File: config.mk
export PLATFORM = sky130hd
export DESIGN_NAME = pipeline_ctrl
export DESIGN_NICKNAME = d
export VERILOG_FILES = /design/src/rtl/core_pkg.sv /design/src/rtl/instr_regdecode.sv /design/src/rtl/pipeline_ctrl.sv
export SDC_FILE = /design/constraint.sdc
export NUM_CORES = 1
export LEC_CHECK = 0
export CAP_MARGIN = 20
export CORE_ASPECT_RATIO = 1.2
export CORE_MARGIN = 8
export CORE_UTILIZATION = 47
export CTS_BUF_LIST = sky130_fd_sc_hd__clkbuf_16
export CTS_CLUSTER_SIZE = 20
export DETAILED_ROUTE_END_ITERATION = 8
export GPL_ROUTABILITY_DRIVEN = 0
export PLACE_DENSITY = 0.85
export SLEW_MARGIN = 20
export SYNTH_ARGS = -nofsm -noshare
export SYNTH_HDL_FRONTEND = slang
export SYNTH_SLANG_ARGS = --single-unit
File: constraint.sdc
create_clock -name clk -period 4.2 [get_ports clk]
set_input_delay 1.26 -clock clk [delete_from_list [all_inputs] [get_ports clk]]
set_output_delay 1.26 -clock clk [all_outputs]
set_load 0.1 [all_outputs]
File: src/rtl/core_pkg.sv
// Shared definitions for the 16-bit five-stage core: ISA field positions,
// opcodes, sequencing-controller states and the hazard scoreboard entry.
package core_pkg;

  localparam int REG_COUNT = 8;
  localparam int REG_W     = $clog2(REG_COUNT);

  localparam int OP_MSB = 15;
  localparam int OP_LSB = 12;
  localparam int RS_MSB = 11;
  localparam int RS_LSB = 9;
  localparam int RT_MSB = 8;
  localparam int RT_LSB = 6;
  localparam int RD_MSB = 5;
  localparam int RD_LSB = 3;

  typedef logic [OP_MSB-OP_LSB:0] opcode_t;
  typedef logic [REG_W-1:0]       reg_idx_t;

  localparam opcode_t OP_RFMT = 4'd0;
  localparam opcode_t OP_ADDI = 4'd1;
  localparam opcode_t OP_SLTI = 4'd3;
  localparam opcode_t OP_LW   = 4'd4;
  localparam opcode_t OP_SW   = 4'd5;
  localparam opcode_t OP_BEQ  = 4'd6;
  localparam opcode_t OP_HALT = 4'd15;

  typedef enum logic [1:0] {
    RUN    = 2'd0,
    FREEZE = 2'd1,
    HALT   = 2'd2
  } ctrl_state_t;

  typedef struct packed {
    logic     valid;
    reg_idx_t dest;
    logic     is_load;
    logic     is_halt;
  } sb_entry_t;

  localparam logic [15:0] CNT_MAX = 16'hFFFF;

  function automatic logic [15:0] sat_inc(input logic [15:0] value);
    return (value == CNT_MAX) ? value : value + 16'd1;
  endfunction

endpackage

File: src/rtl/instr_regdecode.sv
// Register-usage decode of one instruction: which sources it reads, which
// register it writes, and whether it is a load or a halt.
module instr_regdecode
  import core_pkg::*;
(
  input  logic [15:0]      instr,
  output logic             rd_rs,
  output logic             rd_rt,
  output logic [REG_W-1:0] src1,
  output logic [REG_W-1:0] src2,
  output logic             wr_en,
  output logic [REG_W-1:0] dest,
  output logic             is_load,
  output logic             is_halt
);

  opcode_t op;
  logic    unused_funct;

  assign op           = instr[OP_MSB:OP_LSB];
  assign src1         = instr[RS_MSB:RS_LSB];
  assign src2         = instr[RT_MSB:RT_LSB];
  assign unused_funct = ^instr[RD_LSB-1:0];

  // Immediate-format ALU ops write back into the rs field, loads into rt.
  always_comb begin
    rd_rs   = 1'b0;
    rd_rt   = 1'b0;
    wr_en   = 1'b0;
    dest    = '0;
    is_load = 1'b0;
    is_halt = 1'b0;
    case (op)
      OP_RFMT: begin
        rd_rs = 1'b1;
        rd_rt = 1'b1;
        wr_en = 1'b1;
        dest  = instr[RD_MSB:RD_LSB];
      end
      OP_ADDI, OP_SLTI: begin
        rd_rt = 1'b1;
        wr_en = 1'b1;
        dest  = instr[RS_MSB:RS_LSB];
      end
      OP_LW: begin
        rd_rs   = 1'b1;
        wr_en   = 1'b1;
        dest    = instr[RT_MSB:RT_LSB];
        is_load = 1'b1;
      end
      OP_SW, OP_BEQ: begin
        rd_rs = 1'b1;
        rd_rt = 1'b1;
      end
      OP_HALT: is_halt = 1'b1;
      default: ;
    endcase
  end

endmodule

File: src/rtl/pipeline_ctrl.sv
// Pipeline sequencing controller: load-use stalls, taken-branch flushes,
// memory-wait freezes and halt, plus saturating stall/flush counters.
module pipeline_ctrl
  import core_pkg::*;
(
  input  logic        clk,
  input  logic        rst,
  input  logic [15:0] id_instr,
  input  logic        id_valid,
  input  logic        branch_taken,
  input  logic        mem_busy,
  output logic        pc_en,
  output logic        ifid_en,
  output logic        ifid_flush,
  output logic        idex_en,
  output logic        idex_bubble,
  output logic        exma_en,
  output logic        mawb_en,
  output logic        halted,
  output logic [15:0] stall_cnt,
  output logic [15:0] flush_cnt
);

  ctrl_state_t      state;
  sb_entry_t        ex_sb;
  sb_entry_t        ma_sb;
  sb_entry_t        id_entry;

  logic             id_rd_rs;
  logic             id_rd_rt;
  logic [REG_W-1:0] id_src1;
  logic [REG_W-1:0] id_src2;
  logic             id_wr_en;
  logic [REG_W-1:0] id_dest;
  logic             id_is_load;
  logic             id_is_halt;

  logic             load_use;
  logic             running;
  logic             do_flush;
  logic             do_stall;

  instr_regdecode u_decode (
    .instr   (id_instr),
    .rd_rs   (id_rd_rs),
    .rd_rt   (id_rd_rt),
    .src1    (id_src1),
    .src2    (id_src2),
    .wr_en   (id_wr_en),
    .dest    (id_dest),
    .is_load (id_is_load),
    .is_halt (id_is_halt)
  );

  always_comb begin
    id_entry         = '0;
    id_entry.valid   = id_valid;
    id_entry.dest    = id_wr_en ? id_dest : '0;
    id_entry.is_load = id_is_load;
    id_entry.is_halt = id_is_halt;
  end

  // r0 is hard-wired, so a match on register 0 is never a real dependency.
  always_comb begin
    load_use = 1'b0;
    if (id_valid && ex_sb.valid && ex_sb.is_load) begin
      if (id_rd_rs && (id_src1 != '0) && (id_src1 == ex_sb.dest)) load_use = 1'b1;
      if (id_rd_rt && (id_src2 != '0) && (id_src2 == ex_sb.dest)) load_use = 1'b1;
    end
  end

  // The cycle in which memory becomes ready already runs normally, so a freeze
  // costs exactly the busy cycles and a held branch is acted on at release.
  assign running  = (state != HALT) && !mem_busy;
  assign do_flush = running && branch_taken;
  assign do_stall = running && !branch_taken && load_use;

  always_comb begin
    pc_en       = 1'b0;
    ifid_en     = 1'b0;
    ifid_flush  = 1'b0;
    idex_en     = 1'b0;
    idex_bubble = 1'b0;
    exma_en     = 1'b0;
    mawb_en     = 1'b0;
    halted      = 1'b0;
    if (rst) begin
      ifid_flush  = 1'b1;
      idex_bubble = 1'b1;
    end else if (state == HALT) begin
      idex_en     = 1'b1;
      idex_bubble = 1'b1;
      exma_en     = 1'b1;
      mawb_en     = 1'b1;
      halted      = 1'b1;
    end else if (running) begin
      idex_en = 1'b1;
      exma_en = 1'b1;
      mawb_en = 1'b1;
      if (do_flush) begin
        pc_en       = 1'b1;
        ifid_en     = 1'b1;
        ifid_flush  = 1'b1;
        idex_bubble = 1'b1;
      end else if (do_stall) begin
        idex_bubble = 1'b1;
      end else begin
        pc_en   = 1'b1;
        ifid_en = 1'b1;
      end
    end
  end

  always_ff @(posedge clk) begin
    if (rst) begin
      state     <= RUN;
      ex_sb     <= '0;
      ma_sb     <= '0;
      stall_cnt <= '0;
      flush_cnt <= '0;
    end else begin
      if (idex_en) begin
        ma_sb <= ex_sb;
        ex_sb <= (idex_bubble || !id_valid) ? '0 : id_entry;
      end
      if (do_flush) flush_cnt <= sat_inc(flush_cnt);
      if (do_stall) stall_cnt <= sat_inc(stall_cnt);
      case (state)
        RUN, FREEZE: begin
          if (mem_busy)                        state <= FREEZE;
          else if (ex_sb.valid && ex_sb.is_halt) state <= HALT;
          else                                 state <= RUN;
        end
        HALT:    state <= HALT;
        default: state <= RUN;
      endcase
    end
  end

  // Empty slots carry no stale fields, and a halt only leaves EX on the edge into HALT.
  always_ff @(posedge clk) begin
    if (!rst) begin
      assert (ma_sb.valid || (ma_sb == '0));
      assert (!(ma_sb.valid && ma_sb.is_halt) || (state == HALT));
    end
  end

endmodule

; Word-level counts from Yosys, hierarchy flattened
; Cells that the tools add are included.
[totals]
input_bits = 21
ff_bits = 40
out_inout_bits = 40
word_cells = 83
[op_classes]
n_bitwise = 2
add_sub_neg = 2
mux = 33
n_reduce_logical = 26
eq_ne = 13
[ops]
columns = operator, count
row1 = $add A16 B1 Y16 const B, 2
row2 = $eq A16 B16 Y1 const B, 2
row3 = $mux W1, 27
row4 = $eq A4 B3 Y1 const B, 3
row5 = $logic_and A1 B1 Y1, 11
row6 = $pmux W3 S3, 1
row7 = $reduce_or A4 Y1, 2
row8 = $eq A3 B3 Y1, 2
row9 = $mux W6, 1
row10 = $reduce_bool A3 Y1, 2
row11 = $reduce_or A5 Y1, 1
row12 = $eq A4 B1 Y1 const B, 1
row13 = $eq A4 B2 Y1 const B, 1
row14 = $eq A4 B4 Y1 const B, 1
row15 = $logic_not A4 Y1, 1
row16 = $mux W2, 2
row17 = $pmux W2 S2, 1
row18 = $reduce_and A2 Y1, 2
row19 = $reduce_or A2 Y1, 2
row20 = $logic_not A1 Y1, 3
row21 = $mux W3, 1
row22 = $eq A2 B1 Y1 const B, 1
row23 = $eq A2 B2 Y1 const B, 1
row24 = $logic_not A2 Y1, 1
row25 = 3 further kinds, 4

; Logic depth before layout (Yosys ltp)
[logic_depth]
ltp_word = 16
mapped_depth = 8
ltp_nobuf = 7

; By module
; From an unflattened synthesis, not the netlist that was laid out.
[unflattened]
cells_unflattened = 270
hier_area_um2 = 2304.7
[modules_own_cells]
columns = mod, cells_per_inst, instances, seq_area_each_um2, area_each_um2
row1 = pipeline_ctrl, 245, 1, 800.8, 2119.5
row2 = instr_regdecode, 25, 1, 0.0, 185.2

; Worst setup path after synthesis
; OpenSTA, ideal clock, no wires.
[synth_timing]
path_kind = input -> output
from = in id_instr[14]
to = out pc_en
slack_ns = -1.770
arrival_ns = 4.710
path_buffers = 2
required_time_ns = 2.940
path_stages = 7
cell_sequence = buf_2 > xnor2_1 > o21ai_1 > nor3_4 > o21ba_2 > nor3_1 > buf_4
[synth_via]
elab_chain_cells = 14
word_cells_on_any_way = 23
classes_between = eq/ne: 5 / mux: 10 / reduce/logical: 8
[synth_lines]
columns = element, line
row1 = start: declaration, pipeline_ctrl.sv:8  ; input logic [15:0] id_instr,
row2 = $eq A4 B3 Y1 or $logic_not A4 Y1 (tied branches), instr_regdecode.sv:33  ; case (op)
row3 = $reduce_or A4 Y1 (no source line), --
row4 = $mux W1, instr_regdecode.sv:33
row5 = $logic_and A1 B1 Y1 (2 in series), pipeline_ctrl.sv:67  ; if (id_rd_rs && (id_src1 != '0) && (id_src1 == ex_sb.dest)) load_use = 1'b1;
row6 = $mux W1, pipeline_ctrl.sv:67
row7 = $mux W1 (*), pipeline_ctrl.sv:68  ; if (id_rd_rt && (id_src2 != '0) && (id_src2 == ex_sb.dest)) load_use = 1'b1;
row8 = $mux W1 (*), pipeline_ctrl.sv:66  ; if (id_valid && ex_sb.valid && ex_sb.is_load) begin
row9 = $logic_and A1 B1 Y1 (*), pipeline_ctrl.sv:76  ; assign do_stall = running && !branch_taken && load_use;
row10 = $mux W1 (*) (5 in series), --
row11 = end: declaration, pipeline_ctrl.sv:12  ; output logic pc_en,
; Every way passes the cells marked *; elsewhere a longest branch is shown, timed or not.

; Worst setup path after layout
[layout_timing]
from = in id_instr[7]
to = out idex_bubble
[layout_via]
elab_chain_cells = 11
word_cells_on_any_way = 12
classes_between = eq/ne: 1 / mux: 7 / reduce/logical: 4
[layout_lines]
columns = element, line
row1 = $reduce_bool A3 Y1, pipeline_ctrl.sv:68
row2 = $logic_and A1 B1 Y1, pipeline_ctrl.sv:68
row3 = $logic_and A1 B1 Y1 (*), pipeline_ctrl.sv:68
row4 = $mux W1 (*), pipeline_ctrl.sv:68
row5 = $mux W1 (*), pipeline_ctrl.sv:66
row6 = $logic_and A1 B1 Y1 (*), pipeline_ctrl.sv:76
row7 = $mux W1 (*), pipeline_ctrl.sv:105  ; end else if (do_stall) begin
row8 = $mux W1 (*), pipeline_ctrl.sv:100  ; if (do_flush) begin
row9 = $mux W1 (*), pipeline_ctrl.sv:96  ; end else if (running) begin
row10 = $mux W1 (*), pipeline_ctrl.sv:90  ; end else if (state == HALT) begin
row11 = $mux W1 (*), pipeline_ctrl.sv:87  ; if (rst) begin
row12 = end: declaration, pipeline_ctrl.sv:16  ; output logic idex_bubble,
; Marks and branches as above.

==> reports/qor.txt <==
Min Tclk post-route -> 4.16 ns
Pre-CTS setup slack -> -0.180 ns
FMAX -> 240 MHz
Async set-reset flop share out of synthesis -> 0
GRT Residual Overflow -> 0
Critical Path RT -> 2.94 ns
Critical Path End Type -> primary output
Worst setup path class -> input port to primary output
Hold Crit Class -> register to register
Hold Crit Depth -> 1
Max Cap Violations -> 0
Power Density -> 281 nW/µm²
Status -> finished clean
WHS -> 0.466 ns
Post-synthesis cell type count -> 43
Worst R2R Path Depth -> 10
Layout fillers -> 339
IO Pins -> 61
WL/cell -> 14.6 µm
RSZ-0062 raised after global routing -> yes
Starting Density -> 0.485
Flops & latches, synth -> 40
CP top delay family -> simple AND/OR/NAND/NOR gates
PnR worst setup slack -> 0.0418 ns
Clock tree buffer depth -> 2
Hold Startpoint -> state[1]
Seq/Total Area, Yosys -> 0.387
Pleak -> 0.00110 µW
YS warnings -> 0
# hold bufs at CTS -> 0
Synth Instances -> 245
Synth cell count leaders -> 40 x dfxtp_1, 26 x nor2_1, 18 x a21oi_1, 18 x nand2_1, 17 x nand3_1
Starting DRC count in detailed routing -> 192
Ant. Diodes -> 0
Final instance area -> 3050 µm²
Startpoint Class -> input port
Share of cells above drive strength 1 -> 0.157
Leading area contributor after synthesis -> dfxtp_1
Worst r2r src -> ex_sb[3]
Number of synthesized flops with an enable pin -> 0
Post-Syn Area per Cell -> 8.44 µm²
Worst vdd ir -> 0.215 mV
Synth-to-Final Area Change -> 47.4%
Root buffer cell -> clkbuf_16
DRT antenna net count -> 0
CP max stage delay -> 0.50 ns
Initial antenna violation count -> 0
Drt drc -> 0
Ys flop type -> dfxtp_1
Slowest CP cell -> or4_4
Hold path endpoint -> state[0]
Largest net degree at the start of global routing -> 22
Slew margin rel. -> 0.339
Count leader, synth -> dfxtp_1
Core Box Area -> 4260 µm²
Pre-antenna DRT Iters -> 4
Critical-path cell list -> dlygate4sd2_1 -> xor2_1 -> or4_4 -> nor3_4 -> o21ba_4 -> nor2_1 -> nand3_2 -> buf_12
CTS tree -> done
Die width -> 76.6 µm
Reg area -> 801 µm²
CTS buffer count -> 5
Max Slew Vio Count -> 0
Clk sinks -> 40
Final hold violations -> 0
Htree depth -> 2
Final nets -> 341
Worst Max-Slew Pin Slew -> 0.989 ns
Via Count -> 2099
R2R Setup Slk -> 1.65 ns
Clock Skews -> 0.00265 ns
FP Rows -> 26
Clock-pin transition on the worst setup and hold timing paths -> 0.06 ns
Post-Route WL -> 5470 µm
First-pass GRT wire length -> 9250 µm
Clock Latency Late Sink -> 0.27 ns
Setup TNS -> 0 ns
Netlist Area Pre-Place -> 2070 µm²
Mapped Nets -> 268
CP Max Fanout -> 2
R2r endpoint -> stall_cnt[13]
Buf/Inv on CP -> 2
Drt via density -> 5.61
Number of global-route vias before repair -> 2076
Final Setup Violations -> 0
Post-DP HPWL -> 4190 µm
Die area -> 6790 µm²
Post-synth top area share -> 0.387
Buffers added on ports -> 57
Post-DP Area -> 2880 µm²
Total track usage -> 0.162
Synth top area cells -> dfxtp_1 39%, xor2_1 6.8%, nor2_1 4.7%
Tcrit/Tclk final -> 0.990
Crit path arrival time -> 2.90 ns
Area of the multi-input gates -> 1230 µm²
Die Y -> 88.7 µm
==> layout by cell type (no fill, tap or decap), types with 9 or more instances in the layout <==
cell and count:
a21oi_1 17, buf_4 19, clkdlybuf4s50_1 41, dfxtp_1 40
nand2_1 18, nand3_1 16, nor2_1 25, o21ai_0 10
or3_1 9, xor2_1 16
==> routing by layer <==
layer  GRT usage  part of all wire
met5           0                 0
met4      0.0595             0.019
met3      0.0447             0.055
met2       0.293              0.50
met1       0.178              0.43
==> cell type report <==
type,count,area share
multi-input cells,191,0.405
repair buffers,77,0.261
flip-flops and latches,40,0.263
clock inverters,2,0.00411
well taps,56,0.0230
inverters,3,0.00369
clock buffers,5,0.0411
==> sequential cells by signal, summed over array words and instances (netlist names) <==
signal and flops:
ex_sb 6, flush_cnt 16, stall_cnt 16, state 2
==> where the power goes <==
group	internal (µW)	leakage [µW]	total (µW)	switching, µW
registers	382	0.000323	385	2.65
logic	47.5	0.000715	118	70.6
clock network	215	0.0000657	355	140
==> timing repair <==
| action | in CTS | in global routing |
|---|---|---|
| endpoints found under the setup margin | 3 | 3 |
| gates cloned | 0 | 0 |
| buffers inserted | 3 | 1 |
| pin swaps | 5 | 2 |
| gates resized for setup | 11 | 0 |
==> how the worst max path moves through the flow <==
stage,cells past startpoint,slack [ns],start,to
2_1_floorplan,7,-0.33,id_instr[14],pc_en
3_3_place_gp,8,-0.15,id_instr[7],idex_bubble
3_5_place_dp,8,-0.18,id_instr[7],idex_bubble
4_1_cts,8,0.01,id_instr[7],idex_bubble
5_1_grt,8,-0.02,id_instr[7],idex_bubble
6_report,8,0.04,id_instr[7],idex_bubble
==> logic make-up (layout without fill, tap and decap cells) <==
group / count (synthesis) / count (layout) / synth area share
multiplexers: 5 / 5 / 0.0260
buffers and inverters: 14 / 87 / 0.0321
AND/OR/NAND/NOR: 114 / 114 / 0.306
flip-flops: 40 / 40 / 0.387
XOR/XNOR: 20 / 20 / 0.0847
adder cells (fa/ha/maj): 2 / 2 / 0.0121
AO/OA/AOI/OAI: 50 / 50 / 0.152
==> through the flow <==
step,std cells,util,total power [µW]
global placement,363,0.675,511
global route,374,0.715,886
floorplan,245,-,461
detailed placement,363,0.675,513
finish,374,0.715,858
CTS,373,0.713,866
Note: power is estimated with default switching activity, not from simulation.
